`config.mk`:
```
export PLATFORM = sky130hd
export DESIGN_NAME = store_buffer
export DESIGN_NICKNAME = d
export VERILOG_FILES = /design/src/rtl/store_pkg.sv /design/src/rtl/store_align.sv /design/src/rtl/store_buffer.sv
export SDC_FILE = /design/constraint.sdc
export NUM_CORES = 1
export LEC_CHECK = 0
export CORE_UTILIZATION = 49
export CTS_BUF_LIST = sky130_fd_sc_hd__clkbuf_16
export DETAILED_ROUTE_END_ITERATION = 8
export GPL_ROUTABILITY_DRIVEN = 0
export GPL_TIMING_DRIVEN = 1
export PLACE_DENSITY = 0.83
export SLEW_MARGIN = 20
export SYNTH_ARGS = -nofsm -noshare
export SYNTH_HDL_FRONTEND = slang
export SYNTH_SLANG_ARGS = --single-unit
```
`constraint.sdc`:
```
create_clock -name clk -period 3.2 [get_ports clk]
set_input_delay 0.32 -clock clk [delete_from_list [all_inputs] [get_ports clk]]
set_output_delay 0.32 -clock clk [all_outputs]
set_load 0.05 [all_outputs]
```
`src/rtl/store_pkg.sv`:
```
// store_pkg: shared store-width codes, strobe width and the store-buffer entry layout.
package store_pkg;

    localparam logic [2:0] F3_SB = 3'b000;
    localparam logic [2:0] F3_SH = 3'b001;
    localparam logic [2:0] F3_SW = 3'b010;

    localparam int STRB_W  = 4;
    localparam int WADDR_W = 30;

    typedef logic [WADDR_W-1:0] waddr_t;

    typedef struct packed {
        waddr_t            waddr;
        logic [31:0]       wdata;
        logic [STRB_W-1:0] wstrb;
    } sb_entry_t;

endpackage

```
`src/rtl/store_align.sv`:
```
// store_align: turns a raw SB/SH/SW request into lane-replicated data, byte strobes and legality flags.
module store_align
    import store_pkg::*;
(
    input  logic [2:0]        func3,
    input  logic [1:0]        addr,
    input  logic [31:0]       data,
    output logic [31:0]       wdata,
    output logic [STRB_W-1:0] wstrb,
    output logic              aligned,
    output logic              legal
);

    always_comb begin
        legal   = func3 inside {F3_SB, F3_SH, F3_SW};
        aligned = (func3 == F3_SB)
               || (func3 == F3_SH && !addr[0])
               || (func3 == F3_SW && addr == 2'b00);
        wstrb   = func3 == F3_SB ? 4'b0001 << addr
                : func3 == F3_SH ? (addr[1] ? 4'b1100 : 4'b0011)
                : func3 == F3_SW ? 4'b1111
                : 4'b0000;
        wdata   = func3 == F3_SB ? {4{data[7:0]}}
                : func3 == F3_SH ? {2{data[15:0]}}
                : data;
    end

endmodule

```
`src/rtl/store_buffer.sv`:
```
// store_buffer: in-order FIFO of aligned stores draining to the data RAM,
// with a word-granular load-hit flag and a registered fault pulse.
module store_buffer
    import store_pkg::*;
#(
    parameter int DEPTH  = 4,
    parameter int ADDR_W = 32
) (
    input  logic              clk,
    input  logic              rstn,
    input  logic              me_store_valid,
    input  logic [ADDR_W-1:0] me_addr,
    input  logic [31:0]       me_store_data,
    input  logic [2:0]        me_func3_code,
    input  logic              me_load_valid,
    input  logic [ADDR_W-1:0] me_load_addr,
    output logic              sb_full,
    output logic              sb_empty,
    output logic              sb_load_hit,
    output logic              sb_fault,
    output logic              dmem_we,
    output logic [ADDR_W-3:0] dmem_addr,
    output logic [31:0]       dmem_wdata,
    output logic [3:0]        dmem_wstrb,
    input  logic              dmem_ready
);

    localparam int PW = $clog2(DEPTH);
    localparam int CW = PW + 1;
    localparam int WA = ADDR_W - 2;

    logic [PW-1:0]     wr_ptr_q, wr_ptr_d, rd_ptr_q, rd_ptr_d;
    logic [CW-1:0]     count_q, count_d;
    logic              sb_fault_q, sb_fault_d;
    sb_entry_t         mem_q [DEPTH];
    sb_entry_t         new_entry, head;
    logic [31:0]       al_wdata;
    logic [STRB_W-1:0] al_wstrb;
    logic              aligned, legal, enq, deq;
    logic [PW-1:0]     offs [DEPTH];
    logic [DEPTH-1:0]  hit_vec;
    logic [1:0]        unused_load_lo;

    store_align u_align (
        .func3   (me_func3_code),
        .addr    (me_addr[1:0]),
        .data    (me_store_data),
        .wdata   (al_wdata),
        .wstrb   (al_wstrb),
        .aligned (aligned),
        .legal   (legal)
    );

    assign unused_load_lo = me_load_addr[1:0];

    always_comb begin
        sb_full         = count_q == CW'(DEPTH);
        sb_empty        = count_q == '0;
        dmem_we         = !sb_empty;
        head            = mem_q[rd_ptr_q];
        dmem_addr       = WA'(head.waddr);
        dmem_wdata      = head.wdata;
        dmem_wstrb      = head.wstrb;
        sb_fault        = sb_fault_q;
        // sb_full is taken from the registered count, so a dequeue never frees room for this cycle's store
        enq             = me_store_valid && !sb_full && aligned && legal;
        deq             = dmem_we && dmem_ready;
        wr_ptr_d        = enq ? wr_ptr_q + 1'b1 : wr_ptr_q;
        rd_ptr_d        = deq ? rd_ptr_q + 1'b1 : rd_ptr_q;
        count_d         = count_q + CW'(enq) - CW'(deq);
        sb_fault_d      = me_store_valid && !(aligned && legal);
        new_entry.waddr = waddr_t'(me_addr[ADDR_W-1:2]);
        new_entry.wdata = al_wdata;
        new_entry.wstrb = al_wstrb;
        sb_load_hit     = me_load_valid && |hit_vec;
    end

    // An entry is live when its distance from the read pointer is below the count.
    for (genvar g = 0; g < DEPTH; g++) begin : g_hit
        assign offs[g]    = PW'(g) - rd_ptr_q;
        assign hit_vec[g] = ({1'b0, offs[g]} < count_q)
                         && (mem_q[g].waddr == waddr_t'(me_load_addr[ADDR_W-1:2]));
    end

    always_ff @(posedge clk) begin
        if (!rstn) begin
            wr_ptr_q   <= '0;
            rd_ptr_q   <= '0;
            count_q    <= '0;
            sb_fault_q <= 1'b0;
        end else begin
            wr_ptr_q   <= wr_ptr_d;
            rd_ptr_q   <= rd_ptr_d;
            count_q    <= count_d;
            sb_fault_q <= sb_fault_d;
        end
    end

    always_ff @(posedge clk) begin
        if (enq)
            mem_q[wr_ptr_q] <= new_entry;
    end

endmodule

```
* Word level (Yosys, flattened, before mapping)
Memory sizes are Yosys's and may differ from the RTL's. A register that Yosys moved wholly into a read port is not among the register bits.
Cells that the tools add are included.
Widths: inputs -> output; s select.
** Storage, ports and cells
- Flip-flop bits (word level) :: 8
- RAM bits :: 264
- Input bits :: 104
- Memories :: 1
** Cells by class
- Shift operators :: 1
- Reductions and logical operators :: 24
- $add $sub $neg :: 8
- Mux-type cells :: 10
- Eq/ne operators :: 7
- Order comparisons :: 4
** Memories
- mem_q :: words 4, width 66, read ports 5, clocked after Yosys merged registers in 1, write ports 1, RTL line store_buffer.sv:35 : sb_entry_t mem_q [DEPTH];
** Operators with widths (number)
- $eq 30x30->1 :: 4
- $mux 32 :: 2
- $mux 4 :: 4
- $logic_and 1x1->1 :: 13
- $lt 2x3->1 :: 4
- $logic_not 3->1 :: 2
- $add 2x1->2 const B :: 2
- $logic_not 1->1 :: 4
- $mux 2 :: 2
- $reduce_or 4->1 :: 1
- $shl 1x2->4 const A :: 1
- $sub 1x2->2 const A :: 2
- $sub 2x2->2 const A :: 2
- $add 3x1->3 :: 1
- $eq 3x1->1 const B :: 1
- $eq 3x2->1 const B :: 1
- $eq 3x3->1 const B :: 1
- $reduce_bool 3->1 :: 1
- $sub 3x1->3 :: 1
- $logic_not 2->1 :: 1
- $logic_or 1x1->1 :: 2
- $mux 1 :: 2

* Longest topological paths before layout
- Word-level depth :: 8
- Depth in mapped cells :: 14
- Mapped depth without buffers :: 12

* Modules after synthesis
From an unflattened synthesis, not the netlist that was laid out.
** Unflattened totals
- Cells, all modules :: 646
- Area total of the unflattened synthesis :: 11947.7 um^2
** By module, submodules not included
- store_buffer :: area an instance 11415.9 um^2, times used 1, cells an instance 575, seq. area each 8127.8 um^2
- store_align :: area an instance 531.8 um^2, times used 1, cells an instance 71, seq. area each 0.0 um^2

* Least setup slack after synthesis
No wires, ideal clock.
- Kind :: input to register
- Start point :: in me_func3_code[0]
- End point :: mem mem_q[2][0] (netlist name) (enable)
- Library setup time :: 431 ps
- Setup slack :: 52 ps
- Stages :: 6
- Required time :: 2769 ps
- Arrival time :: 2717 ps
- Cells stage by stage :: buf_6 > or3_1 > a21oi_2 > and3_1 > buf_6 > and2_1
** On the way
- Cells in the longest elaborated chain, start to end :: 8
- Elaborated cells between the ends (all ways) :: 12
- Those cells by class :: eq/ne: 2; mux: 2; reduce/logical: 8
** RTL lines
- from (decl) :: RTL line store_buffer.sv:14 : input logic [2:0] me_func3_code,
- $eq 3x1->1 :: RTL line store_align.sv:15, store_align.sv:17
- $logic_and 1x1->1 :: RTL line store_align.sv:17 : || (func3 == F3_SH && !addr[0])
- $logic_or 1x1->1 :: RTL line store_align.sv:17
- $logic_or 1x1->1 :: RTL line store_align.sv:18 : || (func3 == F3_SW && addr == 2'b00);
- $logic_and 1x1->1 :: RTL line store_buffer.sv:66 : enq = me_store_valid && !sb_full && aligned && legal;
- $logic_and 1x1->1 * :: RTL line store_buffer.sv:66
- $mux 1 * :: RTL line store_buffer.sv:100 : if (enq)
- $mux 1 (implied by the code) * :: RTL line store_buffer.sv:101 : mem_q[wr_ptr_q] <= new_entry;
- to (decl) :: RTL line store_buffer.sv:35
Every way passes the cells marked *; elsewhere a longest branch is shown, timed or not.

==> results.ini <==
[run_status]
run_status=finished, final reports clean

[grt]
antenna_found_initial=2
grt_max_degree=67
grt.overflow.total=0
grt_pass1_vias=7010
grt_pass1_wl_mm=40.6
grt_usage_pct=22.4

[floorplanning]
die_h_um=158
coreArea_um2=23600
die_x_um=158
dieArea_um2=24900
start_util_pct=50.3
rows=56
io_pins=175

[final_layout]
final_area_um2=15200
drive_gt1_share_pct=18.7
nFillCells=1625
layout.cells.non_filler=1186
fin_nets=958
utilization_pct=64.4
synthToLayoutAreaGrowth_pct=28.1

[timing]
slew_viol_final=0
fin_crit_ns=3.04
post-route-period-util_pct=95.0
worst-slew-pin-transition_ns=0.613
clock.fmax_mhz=329
slew_headroom_pct=58.8
setup_tns_ns=0
hold_ws_ns=0.369
fin_worst_skew_ns=0.00967
rsz0062_at_grt=false
hold_viol=0
finalSetupViolCount=0
finalWorstSetupSlack_ns=0.159

[logic_synthesis]
yosysWarnings=0
yosysSeqAreaShare_pct=68.5
synth_area_per_cell_um2=18.6
synth.area.top_cells=edfxtp_1 67%, mux4_2 13%, xor2_1 8.3%
synthFlopType=edfxtp_1
synth_edf_count=264
ys_top_cells_by_count=264 x edfxtp_1, 112 x xor2_1, 66 x mux4_2, 24 x nor4_1, 18 x a21oi_1
synth_top_area_share_pct=66.8
yosys.area.top_type=edfxtp_1
syn_area_um2=11900
synthDistinctLibCells=34
synth_nets=754
async_flop_share_pct=0
synth-seq-cells=274
synth.most_common_cell=edfxtp_1
postSynthCellCount=639

[clocking]
clock_path_buffers=3
cts_tree=yes
cts_made_buffers=29
cts_num_sinks=274
htreeDepth=1
clk_latency_ns=0.54
clk_pin_slew_ns=0.06
postCtsSetupRepairBufs=0
root_buffer=clkbuf_16
cts_hold_buf=0
postCtsResizedCells=0

[place]
dp.cells=1131
dpl_cell_area_um2=14200
dp_hpwl_mm=18.5
portBuffers=172
dpl_worst_slack_ns=0.121

[critical_path]
critPathKind=reg -> out
slowest_stage=clkdlybuf4s50_1
critPathLaunchType=flip-flop
crit_family=buffers and inverters
crit_chain=buf_4 -> mux4_2 -> clkdlybuf4s50_1
crit_buf_inv=2
cp.required_ns=2.88
critPathMaxFanout=17
end_kind=primary output
max_stage_delay_ns=0.72
crit_arrival_ns=2.72

[route]
vias=6545
ant_nets=0
drc_errors=0
wl_mm=27.1
via_per_inst=5.52
wl_per_cell_um=22.8
first_pass_iters=4
drtIter0Drc=508

[min_path]
hold_class=in -> reg

[power]
power_density_nw_per_um2=723
leakagePower_nw=5.02
finalPower_mw=11.0
ir_drop_uv=508

[flow_run]
drv_cap=0

-- flip-flops by register name, summed over array words and instances (netlist names), named ones only --
name,count
sb_fault,1
count_q,3
rd_ptr_q,2
wr_ptr_q,2
mem_q,264
-- worst reg2reg max path, cell delays in order, from the launching register on --
cell and delay [ns]:
dfxtp_1 0.41, inv_2 0.09, or3_1 0.46, and3_1 0.25
inv_2 0.07, ha_1 0.22, inv_1 0.05, ha_1 0.12
inv_1 0.05, fa_1 0.40, xnor2_1 0.15, xnor2_1 0.12
and2_1 0.15
-- kinds of logic (layout without fill, tap and decap cells) --
family | count (synthesis) | count (layout) | synth area share (%)
AO/OA/AOI/OAI | 28 | 28 | 1.43
XOR/XNOR | 126 | 126 | 9.29
multiplexers | 90 | 90 | 14.7
AND/OR/NAND/NOR | 75 | 75 | 3.57
other | 0 | 2 | 0
adder cells (fa/ha/maj) | 11 | 11 | 1.22
buffers and inverters | 35 | 261 | 1.32
flip-flops | 274 | 274 | 68.5
-- area by class of cell --
class	count	area (µm²)	area share, %
tap	319	399	2.63
timing repair buffer	193	2040	13.4
sequential	274	8130	53.5
antenna	2	5.00	0.0329
clock buffer	29	726	4.77
clock inverter	24	248	1.63
multi-input combinational	330	3600	23.7
inverter	15	56.3	0.370
-- power by group --
group          total (mW)  internal, mW  switching, mW
clock                3.39          2.05           1.34
combinational        3.43          1.41           2.02
sequential           4.17          4.05          0.119
total                11.0          7.50           3.49
-- per-layer routing --
| metal | up-vias | share of wire [%] | global-route usage (%) |
|---|---|---|---|
| li1 | 2945 | - | - |
| met1 | 3294 | 39 | 28.3 |
| met2 | 266 | 50 | 38.8 |
| met3 | 40 | 8.5 | 5.45 |
| met4 | 0 | 2.2 | 5.32 |
| met5 | - | 0 | 0 |
-- cells in the final DEF, fill, tap and decap left out, drive strengths merged --
master	count
mux2	16
and2	11
nor4	24
mux2i	8
a21o	2
xnor2	14
clkinv	14
or4	1
nor3	5
clkbuf	29
o21ai	2
mux4	66
nand4	8
dfxtp	10
and3	1
nor2b	1
ha	10
edfxtp	264
inv	17
fa	1
buf	22
diode	2
a2111oi	4
bufinv	5
nand2	4
nand3	4
clkdlybuf4s50	171
nand2b	1
a21boi	1
clkinvlp	3
xor2	112
or3	3
nor2	12
a21oi	19
-- worst paths after layout --
check	startpoint	to	slack (ns)	cells after the start
max	flip-flop	dmem_addr[26]	0.16	3
max reg2reg	count_q[2]	count_q[2]	0.55	12
min	me_store_valid	sb_fault	0.37	3
min reg2reg	wr_ptr_q[1]	wr_ptr_q[1]	0.53	2
No activity file was read; power rests on OpenSTA's default activity.
